## config.mk

```make
export PLATFORM = sky130hd
export DESIGN_NAME = fifo_write_arbiter_flat
export DESIGN_NICKNAME = d
export VERILOG_FILES = /design/src/rtl/fifo_write_arbiter_if.sv /design/src/rtl/fifo_write_arbiter.sv /design/src/flat_wrapper.sv
export SDC_FILE = /design/constraint.sdc
export NUM_CORES = 1
export LEC_CHECK = 0
export BUFFER_PORTS_ARGS = -buffer_cell sky130_fd_sc_hd__buf_2
export CAP_MARGIN = 20
export CORE_MARGIN = 2
export CORE_UTILIZATION = 44
export CTS_BUF_LIST = sky130_fd_sc_hd__clkbuf_8
export DETAILED_ROUTE_END_ITERATION = 8
export PLACE_DENSITY = 0.88
export SKIP_LAST_GASP = 1
export SYNTH_ARGS = -nofsm -noshare
export SYNTH_HDL_FRONTEND = slang
export SYNTH_SLANG_ARGS = --single-unit
export TNS_END_PERCENT = 30
```

## constraint.sdc

```tcl
create_clock -name clk -period 3.5 [get_ports clk]
set_clock_uncertainty 0.05 [all_clocks]
set_input_delay 0.35 -clock clk [delete_from_list [all_inputs] [get_ports clk]]
set_output_delay 0.35 -clock clk [all_outputs]
set_load 0.02 [all_outputs]
```

## src/rtl/fifo_write_arbiter_if.sv

```systemverilog
// rtl/fifo_write_arbiter_if.sv - producer and fifo write-port bundle for fifo_write_arbiter
interface fifo_write_arbiter_if #(
   parameter int NUM_REQ    = 4,
   parameter int DATA_WIDTH = 8,
   parameter int DEPTH      = 32
);
   localparam int CW = $clog2(DEPTH) + 1;

   logic [NUM_REQ-1:0]            req;
   logic [NUM_REQ*DATA_WIDTH-1:0] req_data;
   logic [NUM_REQ-1:0]            gnt;
   logic                          fifo_we;
   logic [DATA_WIDTH-1:0]         fifo_wdata;
   logic                          fifo_rd;
   logic [CW-1:0]                 credits;
   logic                          busy;

   modport master (
      output req, req_data, fifo_rd,
      input  gnt, fifo_we, fifo_wdata, credits, busy
   );

   modport slave (
      input  req, req_data, fifo_rd,
      output gnt, fifo_we, fifo_wdata, credits, busy
   );
endinterface

```

## src/rtl/fifo_write_arbiter.sv

```systemverilog
// rtl/fifo_write_arbiter.sv - round-robin, burst-bounded, credit-gated arbiter for the fifo write port
module fifo_write_arbiter #(
   parameter int NUM_REQ    = 4,
   parameter int DATA_WIDTH = 8,
   parameter int DEPTH      = 32,
   parameter int MAX_BURST  = 4
) (
   input  logic                 clk,
   input  logic                 rst_n,
   fifo_write_arbiter_if.slave  bus
);
   localparam int CW = $clog2(DEPTH) + 1;
   localparam int OW = $clog2(NUM_REQ);
   localparam int BW = $clog2(MAX_BURST + 1);
   localparam logic [CW-1:0] FULL_CREDITS = CW'(DEPTH);
   localparam logic [BW-1:0] BURST_LIMIT  = BW'(MAX_BURST);

   typedef enum logic {IDLE = 1'b0, BURST = 1'b1} state_t;

   state_t                state;
   logic [OW-1:0]         owner;
   logic [BW-1:0]         beat_cnt;
   logic [CW-1:0]         credits;
   logic                  fifo_we_q;
   logic [DATA_WIDTH-1:0] fifo_wdata_q;

   logic                  keep;
   logic                  found;
   logic                  accept;
   logic [OW-1:0]         winner;
   logic [OW-1:0]         cand;
   logic [NUM_REQ-1:0]    gnt_c;
   logic [DATA_WIDTH-1:0] wdata_c;
   logic [CW:0]           cred_sum;
   logic [CW-1:0]         cred_next;

   // Scan starts at owner+1 so the previous owner is considered last.
   always_comb begin
      keep   = (state == BURST) && bus.req[owner] && (beat_cnt < BURST_LIMIT);
      found  = keep;
      winner = owner;
      cand   = owner;
      for (int i = 1; i <= NUM_REQ; i++) begin
         cand = OW'((int'(owner) + i) % NUM_REQ);
         if (!found && bus.req[cand]) begin
            found  = 1'b1;
            winner = cand;
         end
      end
      accept  = rst_n && (credits != '0) && found;
      wdata_c = '0;
      for (int j = 0; j < NUM_REQ; j++) begin
         gnt_c[j] = accept && (winner == OW'(j));
         if (winner == OW'(j)) wdata_c = bus.req_data[j*DATA_WIDTH +: DATA_WIDTH];
      end
   end

   // A pop arriving while already full is illegal upstream; clamp rather than wrap.
   always_comb begin
      cred_sum  = {1'b0, credits} - {{CW{1'b0}}, accept} + {{CW{1'b0}}, bus.fifo_rd};
      cred_next = (cred_sum > {1'b0, FULL_CREDITS}) ? FULL_CREDITS : cred_sum[CW-1:0];
   end

   always_ff @(posedge clk) begin
      if (!rst_n) begin
         state        <= IDLE;
         owner        <= OW'(NUM_REQ - 1);
         beat_cnt     <= '0;
         credits      <= FULL_CREDITS;
         fifo_we_q    <= 1'b0;
         fifo_wdata_q <= '0;
      end else begin
         credits   <= cred_next;
         fifo_we_q <= accept;
         if (accept) begin
            fifo_wdata_q <= wdata_c;
            owner        <= winner;
            beat_cnt     <= keep ? beat_cnt + 1'b1 : BW'(1);
            state        <= BURST;
         end else if (bus.req == '0) begin
            state    <= IDLE;
            beat_cnt <= '0;
         end
      end
   end

   assign bus.gnt        = gnt_c;
   assign bus.fifo_we    = fifo_we_q;
   assign bus.fifo_wdata = fifo_wdata_q;
   assign bus.credits    = credits;
   assign bus.busy       = (state == BURST);
endmodule
```

## src/flat_wrapper.sv

```systemverilog
// flat-port wrapper written by rule: the top's interface ports become plain ports
module fifo_write_arbiter_flat 
#(
   parameter int NUM_REQ    = 4,
   parameter int DATA_WIDTH = 8,
   parameter int DEPTH      = 32,
   parameter int MAX_BURST  = 4
)
  (clk, rst_n, bus_req, bus_req_data, bus_fifo_rd, bus_gnt, bus_fifo_we, bus_fifo_wdata, bus_credits, bus_busy);
  fifo_write_arbiter_if #(.NUM_REQ(NUM_REQ), .DATA_WIDTH(DATA_WIDTH), .DEPTH(DEPTH)) bus_i ();
  input  logic clk;
  input  logic rst_n;
  input wire logic [$bits(bus_i.req)-1:0] bus_req;
  input wire logic [$bits(bus_i.req_data)-1:0] bus_req_data;
  input wire logic [$bits(bus_i.fifo_rd)-1:0] bus_fifo_rd;
  output wire logic [$bits(bus_i.gnt)-1:0] bus_gnt;
  output wire logic [$bits(bus_i.fifo_we)-1:0] bus_fifo_we;
  output wire logic [$bits(bus_i.fifo_wdata)-1:0] bus_fifo_wdata;
  output wire logic [$bits(bus_i.credits)-1:0] bus_credits;
  output wire logic [$bits(bus_i.busy)-1:0] bus_busy;
  assign bus_i.req = bus_req;
  assign bus_i.req_data = bus_req_data;
  assign bus_i.fifo_rd = bus_fifo_rd;
  assign bus_gnt = bus_i.gnt;
  assign bus_fifo_we = bus_i.fifo_we;
  assign bus_fifo_wdata = bus_i.fifo_wdata;
  assign bus_credits = bus_i.credits;
  assign bus_busy = bus_i.busy;
  fifo_write_arbiter #(.NUM_REQ(NUM_REQ), .DATA_WIDTH(DATA_WIDTH), .DEPTH(DEPTH), .MAX_BURST(MAX_BURST)) u_core (.clk(clk), .rst_n(rst_n), .bus(bus_i));
endmodule
```

==> metrics.txt, run 1 <==
Post-synth top flop=sky130_fd_sc_hd__dfxtp_1; dominant combinational cell family by area after synthesis=simple AND/OR/NAND/NOR gates; total number of clock tree sinks=21; Top Metal Used=met4; port bufs=58; area of the die=0.003622 mm2; proportion of synthesized area in mux cells=0.1396; worst min-delay path startpoint=bus_req_data[13]; length of routed met3 wiring=between 100 and 150 um; row count=20; minimum period implied by the final worst setup slack=3.288 ns; number of enable flip-flop cells after synthesis=0; clock network latency to the later pin of the worst-skew pair=0.26 ns; count of warnings emitted by yosys=0; Clock Tree Buf Depth=2; layout-stage area growth over the synthesis result=31.71%; slowest stage delay, CP=0.58 ns; critical path launch point type=input port; Final Hold Vio Count=0; clock root buffer master=sky130_fd_sc_hd__clkbuf_8; count of H-tree levels built during CTS=1; final layout net count=273; register bit total from synthesis=21; Setup WS pre-CTS=-0.01900 ns; total power divided by cell area=1014 mW/mm2; most common cell after layout, fill and taps aside=sky130_fd_sc_hd__buf_2; Crit-path slowest cell=sky130_fd_sc_hd__or4_1; number of fill cells in the layout=287; Clock transition at path regs=0.07 ns; DR WL/cell=12.55 um; synthesized cell area=0.001389 mm2; WS Path Type=in -> reg; vias in the first global route=~1.3k; cell depth of the worst flop-to-flop path=16; quantity of hold-fixing buffers added after cts=0; critical path peak fanout=5; fraction of synthesis flops using an asynchronous set or reset pin=0; number of unique standard cell types used by synthesis=39; Core Footprint=roughly 0.003 mm2; normalized max-slew margin=0.6373; count of mapped cells out of synthesis=156; layout cells sized above 1=0.3514; most used cells in the layout excluding fill and tap cells=sky130_fd_sc_hd__buf_2 (58), sky130_fd_sc_hd__dfxtp_1 (21), sky130_fd_sc_hd__inv_1 (16), sky130_fd_sc_hd__mux2i_1 (16), sky130_fd_sc_hd__nand3_1 (13); effective utilization at floorplan=0.4587; XOR/XNOR share of the synthesized area=0.03784; Seq. cell area=420.4 um2; die width=about 60 um; setup repair after global routing missed its margin=false; Routability Congestion=between 0.8 and 0.9; area used by multi-input combinational logic=879.6 um2; number of nets with antenna violations after detailed routing=0; worst endpoint data arrival time=~3.4 ns; P_leak=0.9176 nW; TritonRoute pass-1 iters=4; area fraction in compound gates after synthesis=0.1694; routed wl met2=1671 um; Cells on Worst Hold Path=3; slew at the pin with the worst max-slew slack=0.5414 ns; count of vias placed by the detailed router=1379; final number of setup-violating endpoints=0; CTS tree=built; result of the run=complete, no violations; CP required=3.63 ns; Iteration-0 DRC Markers=49; cts bufs inserted=3; final wirelength=3337 um; max-slew violation count=0; mean number of vias per cell=5.184; Post-Synth Adder-Cell Area=0.1045; series of cell instances along the critical path=buf_2 -> or4_1 -> nand3_1 -> inv_1 -> ha_1 -> inv_1 -> ha_1 -> fa_1 -> a21oi_1 -> o21bai_1 -> a21o_1 -> a21oi_1 -> mux2_2 -> buf_4 -> nor3_1; kind of end point of the critical path=register; initial antenna violation count=0; first-pass GRT wire length=5485 um; antenna cells=0; Post-Syn Nets=206; HPWL reported at the end of detailed placement=2672 um; number of ports placed on the die boundary=59; R2R setup slack=0.25 ns; Resized cells post-CTS=0; smallest setup slack after layout=0.2125 ns; setup TNS=0 ns; DRC violation count after routing=0; average size of a mapped cell=8.903 um2; met1 routed wirelength after detailed routing=~1500 um; Post-CTS Setup Bufs=0; global route overflow=0; Hold Crit Endpoint=u_core.bus.fifo_wdata[5]; GRT Total Usage=0.1997; Synth Area in Simple Gates=0.1766; highest ir drop seen on vdd=approximately 650 uV; reg-to-reg startpoint=u_core.bus.credits[3]; die span in y=60.18 um; largest net degree at the start of global routing=15; reg2reg end=u_core.bus.credits[4]; MaxCap Viol Count=0; share of the clock period used by the worst path after layout=0.9393; Tightest Hold Check Type=in -> reg; sequential share of the synthesized area=0.3027; Fmax achieved=304.2 MHz
## flip-flops by register name (all words and copies together) (netlist names)
register and count:
u_core.bus.fifo_wdata 8, u_core.bus.credits 6, u_core.beat_cnt 3, u_core.owner 2, u_core.bus.busy 1, u_core.bus.fifo_we 1
## layout make-up
class	instances	area share
Multi-Input combinational cell	113	0.4808
Inverter	15	0.03078
Sequential cell	21	0.2298
Timing Repair Buffer	69	0.2038
Clock buffer	3	0.02257
Clock inverter	1	0.002052
Tap cell	44	0.03010
## cells in the mapped netlist, types with 2 or more instances
cell | n | area share
sky130_fd_sc_hd__a21o_1 | 2 | 0.011
sky130_fd_sc_hd__a21oi_1 | 9 | 0.032
sky130_fd_sc_hd__a31oi_1 | 2 | 0.0090
sky130_fd_sc_hd__and3b_1 | 2 | 0.013
sky130_fd_sc_hd__buf_2 | 2 | 0.0072
sky130_fd_sc_hd__clkbuf_1 | 3 | 0.0081
sky130_fd_sc_hd__dfxtp_1 | 21 | 0.30
sky130_fd_sc_hd__ha_1 | 10 | 0.090
sky130_fd_sc_hd__inv_1 | 15 | 0.041
sky130_fd_sc_hd__mux2i_1 | 16 | 0.12
sky130_fd_sc_hd__nand2_1 | 8 | 0.022
sky130_fd_sc_hd__nand2b_1 | 2 | 0.0090
sky130_fd_sc_hd__nand3_1 | 13 | 0.047
sky130_fd_sc_hd__nor2_1 | 5 | 0.014
sky130_fd_sc_hd__nor3_1 | 6 | 0.022
sky130_fd_sc_hd__o21ai_0 | 4 | 0.014
sky130_fd_sc_hd__o21bai_1 | 2 | 0.011
sky130_fd_sc_hd__o221ai_1 | 9 | 0.057
sky130_fd_sc_hd__xnor2_1 | 5 | 0.032
## cell families after synthesis
kind of cell / after synthesis
buf+inv: 22
compound gates: 32
fa+ha+maj: 11
flops: 21
simple gates: 46
xor+xnor: 6
mux: 18
## power by group
part | leakage, nW | switching, mW | internal [mW]
Combinational | 0.717 | 0.730 | 0.578
Clock | 0.0269 | 0.0741 | 0.0781
Sequential | 0.174 | 0.0605 | 0.334
## metrics by stage
stage / power (mW) / instances / area (um2) / utilization / hold slack [ns]
after floorplan: 1.376 / 156 / 1389 / - / 0.3776
after global placement: 1.659 / 262 / 1784 / 0.5893 / 0.3848
after detailed placement: 1.694 / 262 / 1784 / 0.5893 / 0.4191
after CTS: 1.860 / 266 / 1829 / 0.6041 / 0.3438
after global routing: 2.017 / 266 / 1829 / 0.6041 / 0.3580
final: 1.855 / 266 / 1829 / 0.6041 / 0.3390
## metal layers
layer  vias up  track usage
li1        698            -
met5         -            0
met4         0      0.08254
met3         7      0.02814
met1       645       0.2464
met2        29       0.3447
## worst max-delay path: cells and delay by family
family / cells / cell delay (ns)
adders and majority gates: 3 / 0.87
AOI/OAI and AO/OA: 4 / 0.59
and+or+nand+nor: 3 / 0.90
muxes: 1 / 0.35
buffers and inverters: 4 / 0.35
## worst max-delay path by stage
stage / cells past startpoint / startpoint / to
2_1_floorplan: 13 / bus_req[0] / u_core.bus.credits[5]
6_report: 15 / bus_req[0] / u_core.bus.credits[4]
4_1_cts: 14 / bus_req[0] / u_core.bus.credits[5]
3_3_place_gp: 14 / bus_req[0] / u_core.bus.credits[5]
5_1_grt: 16 / u_core.bus.credits[2] / u_core.bus.credits[4]
3_5_place_dp: 14 / bus_req[0] / u_core.bus.credits[5]
Note: power is estimated with default switching activity, not from simulation.
==> run 2, diff against run 1 <==
CTS_BUF_LIST = sky130_fd_sc_hd__clkbuf_2 sky130_fd_sc_hd__clkbuf_4 sky130_fd_sc_hd__clkbuf_8   (was sky130_fd_sc_hd__clkbuf_8)
TNS_END_PERCENT = 10   (was 30)
==> run 2 against run 1 <==
Sequential cell count is the same. Clock power shrank 20%. Global-route usage shrank 0.22 points. Critical path depth is the same. Final cell count is the same. Hold slack lost 0.040 ns. Maximum frequency grew 0.33%. Core utilization shrank 0.33 points. Critical path type is now reg -> reg. Power shrank 0.30%. Combinational power is essentially flat. Worst setup slack gained 0.011 ns. Critical endpoint is now u_core.bus.credits[5].
==> metrics.txt, run 2 (synthesis results as in run 1) <==
result of the run=complete, no violations; most used cells in the layout excluding fill and tap cells=sky130_fd_sc_hd__buf_2 (58), sky130_fd_sc_hd__dfxtp_1 (21), sky130_fd_sc_hd__mux2i_1 (16), sky130_fd_sc_hd__inv_1 (15), sky130_fd_sc_hd__nand3_1 (13); HPWL reported at the end of detailed placement=between 2000 and 3000 um; Iteration-0 DRC Markers=34; reg-to-reg startpoint=u_core.bus.credits[3]; total number of clock tree sinks=21; count of vias placed by the detailed router=around 1.4k; global route overflow=0; GRT Total Usage=0.1975; clock network latency to the later pin of the worst-skew pair=0.30 ns; Tightest Hold Check Type=in -> reg; mean number of vias per cell=5.244; worst min-delay path startpoint=rst_n; area of the die=0.003622 mm2; effective utilization at floorplan=0.4587; minimum period implied by the final worst setup slack=approximately 3.3 ns; final layout net count=around 270; critical path peak fanout=3; largest net degree at the start of global routing=15; die span in y=60.18 um; highest ir drop seen on vdd=~600 uV; worst endpoint data arrival time=3.42 ns; quantity of hold-fixing buffers added after cts=0; setup repair after global routing missed its margin=true; kind of end point of the critical path=register; layout-stage area growth over the synthesis result=30.99%; Routability Congestion=0.8034; vias in the first global route=between 1k and 1.5k; CP required=3.64 ns; most common cell after layout, fill and taps aside=sky130_fd_sc_hd__buf_2; initial antenna violation count=0; critical path launch point type=register; series of cell instances along the critical path=inv_1 -> ha_1 -> nand4_1 -> nand3_1 -> inv_1 -> ha_1 -> inv_1 -> ha_1 -> fa_1 -> a21oi_1 -> o21bai_1 -> a21o_1 -> a21oi_1 -> mux2_2 -> or2_2; final wirelength=3383 um; number of flip-flops under the largest register name=8; antenna cells=0; Final Hold Vio Count=0; DR WL/cell=12.72 um; Core Footprint=0.003028 mm2; number of fill cells in the layout=292; hold slack=0.2994 ns; CTS tree=built; die width=60.18 um; Clock Tree Buf Depth=2; Fmax achieved=305.2 MHz; cts bufs inserted=3; number of ports placed on the die boundary=between 50 and 60; P_leak=0.9099 nW; share of the clock period used by the worst path after layout=0.9362; Clock transition at path regs=0.11 ns; max-slew violation count=0; MaxCap Viol Count=0; clock root buffer master=sky130_fd_sc_hd__clkbuf_4; total power divided by cell area=1016 mW/mm2; normalized max-slew margin=0.6487; Crit-path slowest cell=sky130_fd_sc_hd__fa_1; slowest stage delay, CP=0.40 ns; TritonRoute pass-1 iters=4; DRC violation count after routing=0; layout cells sized above 1=0.3604; launching element of the worst setup path=u_core.bus.credits[3]; port bufs=slightly below 60; slew at the pin with the worst max-slew slack=0.5232 ns; WS Path Type=reg -> reg; final number of setup-violating endpoints=0; number of nets with antenna violations after detailed routing=0; count of H-tree levels built during CTS=1; total power draw=1.849 mW; row count=20; first-pass GRT wire length=between 5000 and 6000 um
-- run 2: changes by cell type in the layout (fill, tap and decap cells not counted) --
| cell | previous run | this run |
|---|---|---|
| sky130_fd_sc_hd__nor3_2 | 0 | 1 |
| sky130_fd_sc_hd__inv_1 | 16 | 15 |
| sky130_fd_sc_hd__clkbuf_4 | 0 | 4 |
| sky130_fd_sc_hd__clkbuf_8 | 3 | 0 |
| sky130_fd_sc_hd__nor3_1 | 6 | 5 |
-- run 2: layout make-up --
class	count	area (um2)	share of cell area
inverters	15	56.30	0.03095
multi-input cells	113	884.6	0.4862
well taps	44	55.05	0.03026
repair buffers	69	372.9	0.2050
clock buffers	4	30.03	0.01651
flip-flops and latches	21	420.4	0.2311
-- run 2: critical path, delay by kind of cell, from the launching register on --
kind                       cells  cell delay (ns)
AOI/OAI and AO/OA              4             0.64
adders and majority gates      4             1.04
buffers and inverters          3             0.19
DFF                            1             0.35
muxes                          1             0.35
and+or+nand+nor                3             0.55
-- run 2: routing by layer --
metal  track usage  up-vias  wire length (um)
met5             0        -                 0
met1        0.2477      655              1518
met3       0.02381        7               128
met2        0.3354       37              1675
li1              -      696                 -
met4       0.08889        0                61
-- run 2: path summary, 6_finish.rpt --
kind	endpoint	slack, ns	cells after the start
max reg2reg	u_core.bus.credits[5]	0.22	15
min reg2reg	u_core.beat_cnt[2]	0.43	2
min	u_core.owner[0]	0.30	2
max	u_core.bus.credits[5]	0.22	15
-- run 2: repair_timing --
| action | CTS | global route |
|---|---|---|
| buffers inserted | 0 | 0 |
| setup endpoints to repair | 0 | 1 |
| gates resized for setup | 0 | 1 |
| hold endpoints to repair | 0 | 0 |
-- run 2: through the flow --
stage	std cells	cell area (um2)	TNS [ns]	util	worst slack [ns]
after floorplan	156	1389	0	-	0.06405
after global placement	262	1784	0	0.5893	0.04881
after detailed placement	262	1784	-0.02939	0.5893	-0.01900
after CTS	266	1814	0	0.5992	0.2580
after global routing	266	1819	-0.03144	0.6008	-0.03144
final	266	1819	0	0.6008	0.2232
-- run 2: power breakdown --
group          leakage, nW  internal, mW  switching, mW  total [mW]
Sequential           0.174         0.334         0.0604       0.394
Combinational        0.718         0.581          0.753        1.33
Clock               0.0184        0.0521         0.0686       0.121
==> run 3, diff against run 2 <==
BUFFER_PORTS_ARGS = unset   (was -buffer_cell sky130_fd_sc_hd__buf_2)
CORE_UTILIZATION = 59   (was 44)
DONT_BUFFER_PORTS = 1   (was unset)
==> run 3 against run 2 <==
Combinational power fell by 14%. Critical path depth did not move. Routed wire length decreased by 6.1%. Core utilization up 7.7 points. Non-clock buffer count fell by 59. Power is 5.5% lower. Via count down 13%. Sequential share of layout area rose by 4.9 points. Count of clock-buffer cells in the layout is the same. Worst setup slack lost 0.039 ns. Critical path type unchanged. Largest power group unchanged.
==> metrics.txt, run 3 (synthesis results as in run 1) <==
number of ports placed on the die boundary=around 60; Final Hold Vio Count=0; kind of end point of the critical path=register; Int Pwr=905.0 uW; max-slew violation count=0; Clock Tree Buf Depth=2; setup repair after global routing missed its margin=false; largest net degree at the start of global routing=16; vias in the first global route=1153; Core Footprint=0.002212 mm2; WS Path Type=reg -> reg; DR WL/cell=16.63 um; worst min-delay path startpoint=rst_n; DRC violation count after routing=0; final number of setup-violating endpoints=0; HPWL reported at the end of detailed placement=approximately 2500 um; count of vias placed by the detailed router=1210; switching power summed over all nets=842.7 uW; highest ir drop seen on vdd=883.1 uV; combinational power share=0.658; Routability Congestion=0.7839; P_leak=0.6668 nW; hold slack=approximately 0.045 ns; setup TNS=0 ns; normalized max-slew margin=0.6576; quantity of hold-fixing buffers added after cts=0; first-pass GRT wire length=4802 um; result of the run=complete, no violations; Hold Crit Endpoint=u_core.owner[0]; final layout net count=214; switching fraction of total power=0.4822; area of all placed cells without fillers=0.001500 mm2; mean number of vias per cell=6.335; layout-stage area growth over the synthesis result=8.018%; R2R setup slack=between 0.15 and 0.2 ns; MaxCap Viol Count=0; minimum period implied by the final worst setup slack=3.315 ns; post-detailed-placement cell area=0.001466 mm2; die span in y=52.52 um; filler-free cell count of the finished design=approximately 190; cell count after placement=187; antenna cells=0; count of H-tree levels built during CTS=1; Clock transition at path regs=around 0.12 ns; global route overflow=0; critical path peak fanout=6; CP required=~3.7 ns; cell depth of the worst flop-to-flop path=15; register share of total power=0.270; clock root buffer master=sky130_fd_sc_hd__clkbuf_4; initial antenna violation count=0; Fmax achieved=301.6 MHz; total power draw=1.748 mW; most common cell after layout, fill and taps aside=sky130_fd_sc_hd__dfxtp_1; TritonRoute pass-1 iters=4; number of fill cells in the layout=189; worst endpoint data arrival time=between 3 and 4 ns; total power divided by cell area=1165 mW/mm2; Resized cells post-CTS=0; cts bufs inserted=3; Post-CTS Setup Bufs=0; final wirelength=3177 um; effective utilization at floorplan=0.6278; reg2reg end=u_core.bus.credits[5]; reg-to-reg startpoint=u_core.bus.credits[5]; die width=52.52 um; total number of clock tree sinks=21; share of the clock period used by the worst path after layout=0.9472; clock network latency to the later pin of the worst-skew pair=about 0.31 ns; Setup WS pre-CTS=-0.02623 ns; number of flip-flops under the largest register name=8; row count=17; slew at the pin with the worst max-slew slack=slightly above 0.5 ns; share of the core filled with cells=0.6782; Iteration-0 DRC Markers=20; CTS tree=built; GRT Total Usage=0.2365; area of the die=0.002758 mm2; number of nets with antenna violations after detailed routing=0; most used cells in the layout excluding fill and tap cells=sky130_fd_sc_hd__dfxtp_1 (21), sky130_fd_sc_hd__mux2i_1 (16), sky130_fd_sc_hd__inv_1 (15), sky130_fd_sc_hd__nand3_1 (13); critical path launch point type=register; port bufs=0; Cells on Worst Hold Path=1; part of the power in the clock network=0.072; layout cells sized above 1=0.1227; smallest setup slack after layout=~0.18 ns; Tightest Hold Check Type=in -> reg
==> run 3: worst max-delay path by stage <==
stage,start,end
finish,u_core.bus.credits[5],u_core.bus.credits[5]
global route,u_core.bus.credits[5],u_core.bus.credits[5]
CTS,u_core.bus.credits[5],u_core.bus.credits[5]
detailed placement,bus_req[0],u_core.bus.credits[5]
global placement,bus_req[0],u_core.bus.credits[5]
floorplan,bus_req[0],u_core.bus.credits[5]
==> run 3: power by group through the flow <==
| stage | clock network (mW) | registers, mW | logic [mW] |
|---|---|---|---|
| final | 0.127 | 0.471 | 1.15 |
| after global routing | 0.138 | 0.481 | 1.26 |
| after CTS | 0.130 | 0.470 | 1.14 |
| after detailed placement | 0 | 0.474 | 1.13 |
| after global placement | 0 | 0.468 | 1.07 |
| after floorplan | 0 | 0.477 | 0.899 |
==> run 3: per-layer routing <==
metal / global-route usage / wire length (um) / vias to the layer above
met5: 0 / 0 / -
met4: 0.1111 / 62 / 0
met3: 0.05429 / 226 / 8
met2: 0.4229 / 1711 / 57
met1: 0.2607 / 1177 / 562
li1: - / - / 583
==> run 3: cell type report <==
class	instances	area, um2	share of cell area
clock buffers	4	30.03	0.02002
multi-input cells	113	883.3	0.5888
repair buffers	10	75.07	0.05004
well taps	28	35.03	0.02335
inverters	15	56.30	0.03753
flip-flops and latches	21	420.4	0.2802
==> run 3: critical path: stages (launching register included) <==
cell and delay [ns]:
sky130_fd_sc_hd__dfxtp_1 0.35, sky130_fd_sc_hd__inv_1 0.09, sky130_fd_sc_hd__ha_1 0.19, sky130_fd_sc_hd__nand4_1 0.11
sky130_fd_sc_hd__nand3_1 0.13, sky130_fd_sc_hd__inv_1 0.08, sky130_fd_sc_hd__ha_1 0.27, sky130_fd_sc_hd__inv_1 0.04
sky130_fd_sc_hd__ha_1 0.20, sky130_fd_sc_hd__fa_1 0.40, sky130_fd_sc_hd__a21oi_1 0.14, sky130_fd_sc_hd__o21bai_1 0.10
sky130_fd_sc_hd__a21o_1 0.20, sky130_fd_sc_hd__a21oi_1 0.21, sky130_fd_sc_hd__mux2_4 0.36, sky130_fd_sc_hd__or2_2 0.30
